--- src/rtl/karatsuba_mul_iter_16_if.sv ---
// Handshake bundle for the iterative digit-serial multiplier.
// The master side supplies operands and accepts the product. The slave side is the multiplier.
interface karatsuba_mul_iter_16_if #(
  parameter int W = 16
);
  logic           in_valid;
  logic           in_ready;
  logic [W-1:0]   A;
  logic [W-1:0]   B;
  logic           out_valid;
  logic           out_ready;
  logic [2*W-1:0] C;
  logic           busy;

  modport master (
    output in_valid,
    output A,
    output B,
    output out_ready,
    input  in_ready,
    input  out_valid,
    input  C,
    input  busy
  );

  modport slave (
    input  in_valid,
    input  A,
    input  B,
    input  out_ready,
    output in_ready,
    output out_valid,
    output C,
    output busy
  );
endinterface

--- src/rtl/karatsuba_mul_iter_16.sv ---
// Multi-cycle W x W unsigned multiplier.
// Each operand is split into 4-bit digits. One digit pair per clock goes through a
// 4x4 Karatsuba core. The 8-bit partial products are shifted into place and summed
// into a 2W-bit accumulator.
// Latency from the accept edge to out_valid is ND*ND edges and does not depend on the data.
module karatsuba_mul_iter_16 #(
  parameter int W = 16
) (
  input  logic                    clk,
  input  logic                    rst_n,
  karatsuba_mul_iter_16_if.slave  bus
);

  localparam int ND    = W / 4;
  localparam int NPROD = ND * ND;
  localparam int IW    = (ND > 1) ? $clog2(ND) : 1;

  localparam logic [IW-1:0] IDX_ZERO = {IW{1'b0}};
  localparam logic [IW-1:0] IDX_ONE  = IW'(1);
  localparam logic [IW-1:0] IDX_LAST = IW'(ND - 1);

  typedef enum logic [1:0] {
    ST_IDLE = 2'd0,
    ST_RUN  = 2'd1,
    ST_DONE = 2'd2
  } state_t;

  // 4x4 Karatsuba core: split into 2-bit halves, three 2-3 bit multiplies.
  function automatic logic [7:0] karatsuba_mul_4(input logic [3:0] a, input logic [3:0] b);
    logic [3:0] z2;
    logic [3:0] z0;
    logic [2:0] sa;
    logic [2:0] sb;
    logic [5:0] zm;
    logic [7:0] z1;
    z2 = {2'b00, a[3:2]} * {2'b00, b[3:2]};
    z0 = {2'b00, a[1:0]} * {2'b00, b[1:0]};
    sa = {1'b0, a[3:2]} + {1'b0, a[1:0]};
    sb = {1'b0, b[3:2]} + {1'b0, b[1:0]};
    zm = {3'b000, sa} * {3'b000, sb};
    // The middle term is ah*bl + al*bh and is never negative.
    z1 = {2'b00, zm} - {4'b0000, z2} - {4'b0000, z0};
    return {z2, 4'b0000} + (z1 << 2) + {4'b0000, z0};
  endfunction

  state_t         state_q, state_d;
  logic [W-1:0]   op_a_q, op_a_d;
  logic [W-1:0]   op_b_q, op_b_d;
  logic [2*W-1:0] acc_q, acc_d;
  logic [2*W-1:0] c_q, c_d;
  logic [IW-1:0]  i_q, i_d;
  logic [IW-1:0]  j_q, j_d;

  logic [W-1:0]   a_sh_s;
  logic [W-1:0]   b_sh_s;
  logic [3:0]     core_a_s;
  logic [3:0]     core_b_s;
  logic [7:0]     core_c_s;
  logic [IW+2:0]  shamt_s;
  logic [2*W-1:0] pp_s;

  // Select the current digit pair, multiply it, and align the product at 4*(i+j).
  always_comb begin
    a_sh_s   = op_a_q >> {i_q, 2'b00};
    b_sh_s   = op_b_q >> {j_q, 2'b00};
    core_a_s = a_sh_s[3:0];
    core_b_s = b_sh_s[3:0];
    core_c_s = karatsuba_mul_4(core_a_s, core_b_s);
    shamt_s  = {({1'b0, i_q} + {1'b0, j_q}), 2'b00};
    pp_s     = {{(2*W-8){1'b0}}, core_c_s} << shamt_s;
  end

  // Next-state logic: accept in IDLE, accumulate one product per edge in RUN, hold in DONE.
  always_comb begin
    state_d = state_q;
    op_a_d  = op_a_q;
    op_b_d  = op_b_q;
    acc_d   = acc_q;
    c_d     = c_q;
    i_d     = i_q;
    j_d     = j_q;
    case (state_q)
      ST_IDLE: begin
        if (bus.in_valid) begin
          op_a_d  = bus.A;
          op_b_d  = bus.B;
          acc_d   = {(2*W){1'b0}};
          i_d     = IDX_ZERO;
          j_d     = IDX_ZERO;
          state_d = ST_RUN;
        end else begin
          state_d = ST_IDLE;
        end
      end
      ST_RUN: begin
        acc_d = acc_q + pp_s;
        if (j_q == IDX_LAST) begin
          j_d = IDX_ZERO;
          if (i_q == IDX_LAST) begin
            i_d     = IDX_ZERO;
            c_d     = acc_d;
            state_d = ST_DONE;
          end else begin
            i_d = i_q + IDX_ONE;
          end
        end else begin
          j_d = j_q + IDX_ONE;
        end
      end
      ST_DONE: begin
        if (bus.out_ready) begin
          state_d = ST_IDLE;
        end else begin
          state_d = ST_DONE;
        end
      end
      default: begin
        state_d = ST_IDLE;
      end
    endcase
  end

  // State and datapath registers. Reset aborts any operation in flight.
  always_ff @(posedge clk or negedge rst_n) begin
    if (!rst_n) begin
      state_q <= ST_IDLE;
      op_a_q  <= {W{1'b0}};
      op_b_q  <= {W{1'b0}};
      acc_q   <= {(2*W){1'b0}};
      c_q     <= {(2*W){1'b0}};
      i_q     <= IDX_ZERO;
      j_q     <= IDX_ZERO;
    end else begin
      state_q <= state_d;
      op_a_q  <= op_a_d;
      op_b_q  <= op_b_d;
      acc_q   <= acc_d;
      c_q     <= c_d;
      i_q     <= i_d;
      j_q     <= j_d;
    end
  end

  // Handshake outputs are decoded from the registered state.
  // in_ready is held low while reset is asserted.
  assign bus.in_ready  = rst_n & (state_q == ST_IDLE);
  assign bus.busy      = (state_q == ST_RUN);
  assign bus.out_valid = (state_q == ST_DONE);
  assign bus.C         = c_q;

  // NPROD is the number of RUN edges per operation.
  // It is kept here to document the latency.
  logic [31:0] nprod_unused_s;
  assign nprod_unused_s = 32'(NPROD);

endmodule
--- src/flat_wrapper.sv ---
// flat-port wrapper written by rule: the top's interface ports become plain ports
module karatsuba_mul_iter_16_flat 
#(
  parameter int W = 16
)
  (clk, rst_n, bus_in_valid, bus_A, bus_B, bus_out_ready, bus_in_ready, bus_out_valid, bus_C, bus_busy);
  karatsuba_mul_iter_16_if #(.W(W)) bus_i ();
  input  logic clk;
  input  logic rst_n;
  input wire logic [$bits(bus_i.in_valid)-1:0] bus_in_valid;
  input wire logic [$bits(bus_i.A)-1:0] bus_A;
  input wire logic [$bits(bus_i.B)-1:0] bus_B;
  input wire logic [$bits(bus_i.out_ready)-1:0] bus_out_ready;
  output wire logic [$bits(bus_i.in_ready)-1:0] bus_in_ready;
  output wire logic [$bits(bus_i.out_valid)-1:0] bus_out_valid;
  output wire logic [$bits(bus_i.C)-1:0] bus_C;
  output wire logic [$bits(bus_i.busy)-1:0] bus_busy;
  assign bus_i.in_valid = bus_in_valid;
  assign bus_i.A = bus_A;
  assign bus_i.B = bus_B;
  assign bus_i.out_ready = bus_out_ready;
  assign bus_in_ready = bus_i.in_ready;
  assign bus_out_valid = bus_i.out_valid;
  assign bus_C = bus_i.C;
  assign bus_busy = bus_i.busy;
  karatsuba_mul_iter_16 #(.W(W)) u_core (.clk(clk), .rst_n(rst_n), .bus(bus_i));
endmodule
--- config.mk ---
export PLATFORM = sky130hd
export DESIGN_NAME = karatsuba_mul_iter_16_flat
export DESIGN_NICKNAME = d
export VERILOG_FILES = /design/src/rtl/karatsuba_mul_iter_16_if.sv /design/src/rtl/karatsuba_mul_iter_16.sv /design/src/flat_wrapper.sv
export SDC_FILE = /design/constraint.sdc
export NUM_CORES = 1
export LEC_CHECK = 0
export BUFFER_PORTS_ARGS = -buffer_cell sky130_fd_sc_hd__buf_4
export CORE_MARGIN = 8
export CORE_UTILIZATION = 56
export CTS_CLUSTER_DIAMETER = 100
export DETAILED_ROUTE_END_ITERATION = 8
export GPL_ROUTABILITY_DRIVEN = 0
export MAX_ROUTING_LAYER = met4
export PLACE_DENSITY = 0.72
export SYNTH_ARGS = -nofsm -noshare
export SYNTH_HDL_FRONTEND = slang
export SYNTH_SLANG_ARGS = --single-unit
--- constraint.sdc ---
create_clock -name clk -period 9.4 [get_ports clk]
set_input_delay 0.94 -clock clk [delete_from_list [all_inputs] [get_ports clk]]
set_output_delay 0.94 -clock clk [all_outputs]
set_load 0.05 [all_outputs]
==> run_results.csv, run 1 <==
group,metric,value,unit
run_status,outcome,"finished, final reports clean",
clocking,post_cts_resized,0,
layout,drive_gt1_share,14.1,%
timing,post-route-min-period,7.90,ns
routing,vias,5778,
run,cap_violations,0,
clocking,clkLatencyLatePin,0.37,ns
floorplan,io_pins,71,
routing,drt-pass1-iter-count,5,
timing,rsz0062_at_grt,"no",
grt,grt_use_total,22.5,%
layout,final_util,64.9,%
critical_path,r2r-start,"u_core.j_q[0]",
layout,diodes,0,
place,dp.cells,970,
critical_path,r2r-end,"u_core.acc_q[30]",
clocking,cts_tree,"done",
critical_path,critical_path_class,"flip-flop to flip-flop",
routing,drt-initial-drc-count,488,
timing,drv_slew,0,
synth,ys.flop_type,"dfrtp_1",
synth,avgSynthCellArea,8.80,sq um
clocking,cts_made_buffers,9,
routing,drt-wirelength-per-cell,17.1,um
layout,mostFrequentLayoutCell,"nand2_1",
critical_path,worstPathMaxFanout,8,
floorplan,core_area,12000,sq um
grt,grt_pass1_vias,5711,
floorplan,rows,40,
synth,synthArstFlopShare,100,%
timing,finalHoldViolCount,0,
clocking,post_cts_buffers,0,
critical_path,crit_start,"u_core.j_q[0]",
synth,synth_warnings,0,
floorplan,die_area,16100,sq um
clocking,cts_hold_repair.buffers,0,
floorplan,die_y,127,um
clocking,cts-htree-levels,3,
timing,fmax,0.127,GHz
place,dp_hpwl,13000,um
synth,synth.top_cell.area_share,37.1,%
critical_path,reg2regPathDepth,27,
grt,overflow,0,
critical_path,worstPathRequired,9.70,ns
clocking,clk_pin_slew,0.08,ns
critical_path,regToRegSetupSlack,1.50,ns
grt,antenna_found_initial,0,
synth,yosysSeqAreaShare,37.1,%
layout,nFillCells,1047,
timing,setup_tns,0,ns
layout,final_cell_count_no_fill,986,
synth,yosysTopAreaCell,"dfrtp_1",
clocking,clk_path_buf_depth,2,
timing,tightest_slew,0.678,ns
timing,maxSlewHeadroom,54.8,%
floorplan,die_x,127,um
synth,synthTopCellsByArea,"dfrtp_1, ha_1, nand2_1",
clocking,cts_root_buf,"clkbuf_16",
clocking,cts_sinks,102,
min_path,min_path_type,"flip-flop to flip-flop",
grt,grt_start_max_net_pins,63,
routing,ant_nets,0,
critical_path,crit_path_start_kind,"flip-flop",
critical_path,end_kind,"flip-flop",
layout,syn2layout_area_growth,13.3,%
routing,wirelength,16800,um
synth,synth_cell_types,62,
layout,final_cell_mix,"nand2_1, dfrtp_1, buf_4",
timing,period_share,84.0,%
synth,syn_nets,885,
synth,ys_ff_latch,102,
synth,synth_edf_count,0,
synth,synthesis.instances,782,
floorplan,start_util,57.3,%
layout,nets,937,
critical_path,crit_arrival,8.21,ns
timing,setup_violations,0,
timing,finClkSkew,0.0116,ns
routing,drc,0,
place,io_buffers,70,
critical_path,endpoint,"u_core.acc_q[30]",
routing,routed_via_density,5.86,
synth,syn_area,6880,sq um
grt,grt_pass1_wl,28400,um
-- cell usage after synthesis (5+ instances only) --
library cell,n
nand3_1,29
a31oi_1,6
and2_1,15
o31ai_1,10
a21o_1,14
xor2_1,12
ha_1,54
fa_1,13
nor3_1,12
o21ai_1,28
a211oi_1,6
and3_1,6
mux4_2,8
nand2_1,167
dfrtp_1,102
xnor2_1,18
nor2b_1,16
nor2_1,51
a21oi_1,34
clkbuf_1,33
inv_1,27
o21a_1,5
nand2b_1,10
o21ai_0,43
-- final cells by class --
| type | count | area [sq um] | area share (%) |
|---|---|---|---|
| clock buffers | 10 | 239 | 3.06 |
| multi-input cells | 618 | 4100 | 52.6 |
| flip-flops and latches | 102 | 2550 | 32.7 |
| well taps | 147 | 184 | 2.36 |
| repair buffers | 75 | 563 | 7.22 |
| inverters | 28 | 105 | 1.35 |
| clock inverters | 6 | 57.6 | 0.738 |
-- layer usage --
metal  part of all wire [%]  vias up  track usage, %
li1                       -     2822               -
met1                     47     2770            30.0
met2                     46      163            33.9
met3                    5.1       23            4.11
met4                    2.1        0            7.77
met5                      0        -               -
-- state kept, by name (all words and copies together), names as in the netlist --
| register | cells |
|---|---|
| u_core.state_q | 2 |
| u_core.acc_q | 32 |
| u_core.bus.C | 32 |
| u_core.op_a_q | 16 |
| u_core.i_q | 2 |
| u_core.op_b_q | 16 |
| u_core.j_q | 2 |
-- stage by stage --
step,area (sq um),hold WS (ns),setup slack (ns)
2_1_floorplan,6880,0.440,2.15
3_3_place_gp,7500,0.461,1.94
3_5_place_dp,7500,0.457,1.61
4_1_cts,7800,0.476,1.56
5_1_grt,7800,0.492,1.09
6_report,7800,0.475,1.50
-- worst max-delay path, stage by stage, from the launching register on --
cell and delay, ns:
dfrtp_1 0.56, mux4_2 0.60, ha_1 0.22, fa_1 0.40
and2_1 0.18, fa_1 0.46, fa_1 0.53, fa_1 0.54
ha_1 0.31, a21o_1 0.15, a21oi_1 0.21, xnor2_1 0.16
ha_1 0.29, a21oi_1 0.14, o21ai_1 0.09, xnor2_1 0.36
nor2_1 0.11, nor2_1 0.23, nor2_1 0.08, ha_1 0.39
nand4_1 0.17, o221a_1 0.29, o211ai_1 0.13, nand3_1 0.25
a31oi_4 0.34, a21oi_2 0.12, a2111oi_0 0.36, nand3b_1 0.16
-- worst min-delay path by stage --
| stage | startpoint | slack, ns | endpoint | cells past startpoint |
|---|---|---|---|---|
| floorplan | u_core.op_a_q[10] | 0.44 | u_core.op_a_q[10] | 2 |
| global placement | u_core.op_a_q[14] | 0.46 | u_core.op_a_q[14] | 2 |
| detailed placement | u_core.op_a_q[14] | 0.46 | u_core.op_a_q[14] | 2 |
| CTS | u_core.op_a_q[14] | 0.48 | u_core.op_a_q[14] | 2 |
| global route | u_core.op_a_q[8] | 0.49 | u_core.op_a_q[8] | 2 |
| finish | u_core.op_a_q[14] | 0.48 | u_core.op_a_q[14] | 2 |
-- logic make-up after synthesis --
family	count (synthesis)	synth area share [%]
simple gates	321	20.6
compound gates	184	17.2
flops	102	37.1
fa+ha+maj	67	13.6
buf+inv	62	3.49
xor+xnor	32	4.38
mux	14	3.58
Power of run 1 is left out: the tool's default activity adds up to more than one toggle a clock period on the data nets, which glitch-free logic cannot reach.
==> inputs of run 2 (changes only) <==
- ABC_AREA: default -> 1
- clock period: 9.4 -> 7.8 ns (I/O delays scaled with it)
==> run_results.csv, run 2 <==
group,metric,value,unit
critical_path,end_kind,"flip-flop",
floorplan,die_y,130,um
floorplan,die_x,130,um
place,dp_hpwl,14700,um
critical_path,critPathMostFrequentCell,"nand2_1",
timing,tightest_slew,0.788,ns
timing,setup_violations,0,
floorplan,rows,41,
timing,holdWs,0.399,ns
layout,nets,1187,
grt,overflow,0,
clocking,post_cts_buffers,0,
synth,yosysSeqAreaShare,35.2,%
critical_path,regToRegSetupSlack,0.55,ns
synth,yosysTopAreaCell,"dfrtp_1",
floorplan,start_util,57.4,%
synth,synth_warnings,0,
layout,final_cell_count_no_fill,1261,
clocking,cts_sinks,102,
grt,grt_start_max_net_pins,63,
synth,synth_edf_count,0,
layout,regArea,2550,sq um
clocking,clkLatencyLatePin,0.36,ns
timing,setup_tns,0,ns
clocking,cts_hold_repair.buffers,0,
clocking,cts_root_buf,"clkbuf_16",
synth,synth_fa_ha_area_share,12.9,%
critical_path,cpPeakStageDelay,0.60,ns
synth,synthTopCellsByArea,"dfrtp_1, nand2_1, ha_1",
clocking,cts_tree,"done",
grt,grt_use_total,24.7,%
synth,synth_xor_area_share,1.31,%
routing,wirelength,19000,um
synth,synth-compound-area-share,10.3,%
grt,grt_pass1_wl,32100,um
timing,period_share,93.0,%
min_path,min_path_type,"primary input to asynchronous set/reset pin",
synth,synthArstFlopShare,100,%
synth,synth-simple-area-share,33.5,%
synth,muxShareOfSynthArea,0.138,%
timing,fmax,0.138,GHz
layout,multi_input_area,4230,sq um
synth,synth_commonest_cells,"nand2_1, dfrtp_1, inv_1, nor2_1, ha_1",
grt,gr-usage-met1,35.5,%
synth,syn_area,7250,sq um
routing,ant_nets,0,
layout,syn2layout_area_growth,13.2,%
clocking,clk_pin_slew,0.07,ns
place,io_buffers,70,
timing,maxSlewHeadroom,47.5,%
synth,ys.flop_type,"dfrtp_1",
timing,post-route-min-period,7.25,ns
critical_path,crit_path_start_kind,"flip-flop",
floorplan,die_area,16800,sq um
synth,syn_nets,1124,
critical_path,worstPathMaxFanout,13,
routing,drt-pass1-iter-count,6,
place,dp.cells,1245,
grt,grt_use_met3,4.77,%
timing,finalHoldViolCount,0,
clocking,post_cts_resized,0,
critical_path,crit_arrival,7.54,ns
critical_path,crit_start,"u_core.j_q[0]",
critical_path,reg2regPathDepth,32,
routing,drt-initial-drc-count,578,
grt,busiest_layer,"met1",
run,cap_violations,0,
run_status,outcome,"finished, final reports clean",
timing,rsz0062_at_grt,"no",
floorplan,core_area,12600,sq um
critical_path,crit_buf_inv,3,
clocking,cts-htree-levels,3,
floorplan,io_pins,71,
routing,vias,6766,
layout,diodes,0,
synth,avgSynthCellArea,7.10,sq um
place,post_dp_cell_area,7900,sq um
clocking,clk_path_buf_depth,2,
routing,drc,0,
layout,drive_gt1_share,11.5,%
critical_path,worstPathRequired,8.09,ns
grt,grt.met2_usage,34.7,%
layout,fin_area,8210,sq um
critical_path,worst_path_max_delay_cell,"dfrtp_1",
critical_path,critical_path_class,"flip-flop to flip-flop",
synth,synthesis.instances,1021,
routing,routed_via_density,5.37,
critical_path,crit_family,"adder cells",
layout,mostFrequentLayoutCell,"nand2_1",
synth,synth.top_cell.area_share,35.2,%
grt,antenna_found_initial,0,
critical_path,r2r-start,"u_core.j_q[0]",
clocking,cts_made_buffers,9,
layout,nFillCells,1218,
routing,drt-wirelength-per-cell,15.1,um
synth,synth_cell_types,45,
synth,synth_top_family_by_area,"simple AND/OR/NAND/NOR gates",
synth,yosysMostFrequentCell,"nand2_1",
timing,drv_slew,0,
grt,grt_pass1_vias,6529,
synth,ys_ff_latch,102,
critical_path,r2r-end,"u_core.bus.C[20]",
timing,finClkSkew,0.00855,ns
layout,final_cell_mix,"nand2_1, dfrtp_1, inv_1",
==> run 2: changes by cell type after synthesis, sizes merged, moves of 10 or more <==
cell / before / now
nor2b: 16 / 0
nand2: 167 / 410
nand2b: 10 / 0
a21o: 14 / 2
nor2: 52 / 100
xnor2: 19 / 4
a21oi: 36 / 54
o21ai: 71 / 46
nand3: 29 / 54
clkbuf: 33 / 10
inv: 28 / 97
and2: 15 / 0
buf: 1 / 12
==> run 2: logic make-up (layout without fill, tap and decap cells) <==
| kind of cell | after synthesis | in the layout |
|---|---|---|
| adders and majority gates | 67 | 67 |
| and+or+nand+nor | 593 | 593 |
| AOI/OAI and AO/OA | 129 | 129 |
| muxes | 1 | 1 |
| buffers and inverters | 119 | 187 |
| DFF | 102 | 102 |
| xor gates and xnor gates | 10 | 10 |
==> run 2: layout make-up <==
| type | count | area share (%) |
|---|---|---|
| Sequential cell | 102 | 31.1 |
| Clock inverter | 5 | 0.549 |
| Tap cell | 172 | 2.62 |
| Clock buffer | 11 | 2.96 |
| Multi-Input combinational cell | 800 | 51.6 |
| Inverter | 97 | 4.44 |
| Timing Repair Buffer | 74 | 6.77 |
==> run 2: metal layers <==
layer / share of wire [%] / routed length [um] / up-vias
met2: 42 / 8020 / 191
met5: 0 / 0 / -
li1: - / - / 3417
met4: 2.1 / 394 / 0
met3: 5.7 / 1080 / 35
met1: 50 / 9480 / 3123
==> run 2: worst max-delay path by stage <==
stage                  endpoint  slack (ns)  cells past startpoint
2_1_floorplan  u_core.acc_q[19]        1.76                     32
3_3_place_gp   u_core.bus.C[27]        0.79                     31
3_5_place_dp   u_core.bus.C[27]        0.67                     31
4_1_cts        u_core.bus.C[27]        0.59                     31
5_1_grt        u_core.acc_q[19]        0.03                     33
6_report       u_core.bus.C[20]        0.55                     32
==> run 2: stage by stage <==
stage	utilization [%]	setup slack [ns]
6_report	65.0	0.547
5_1_grt	65.0	0.0330
4_1_cts	64.9	0.593
3_5_place_dp	62.6	0.667
3_3_place_gp	62.6	0.787
2_1_floorplan	-	1.76
Power of run 2 is left out for the same reason.
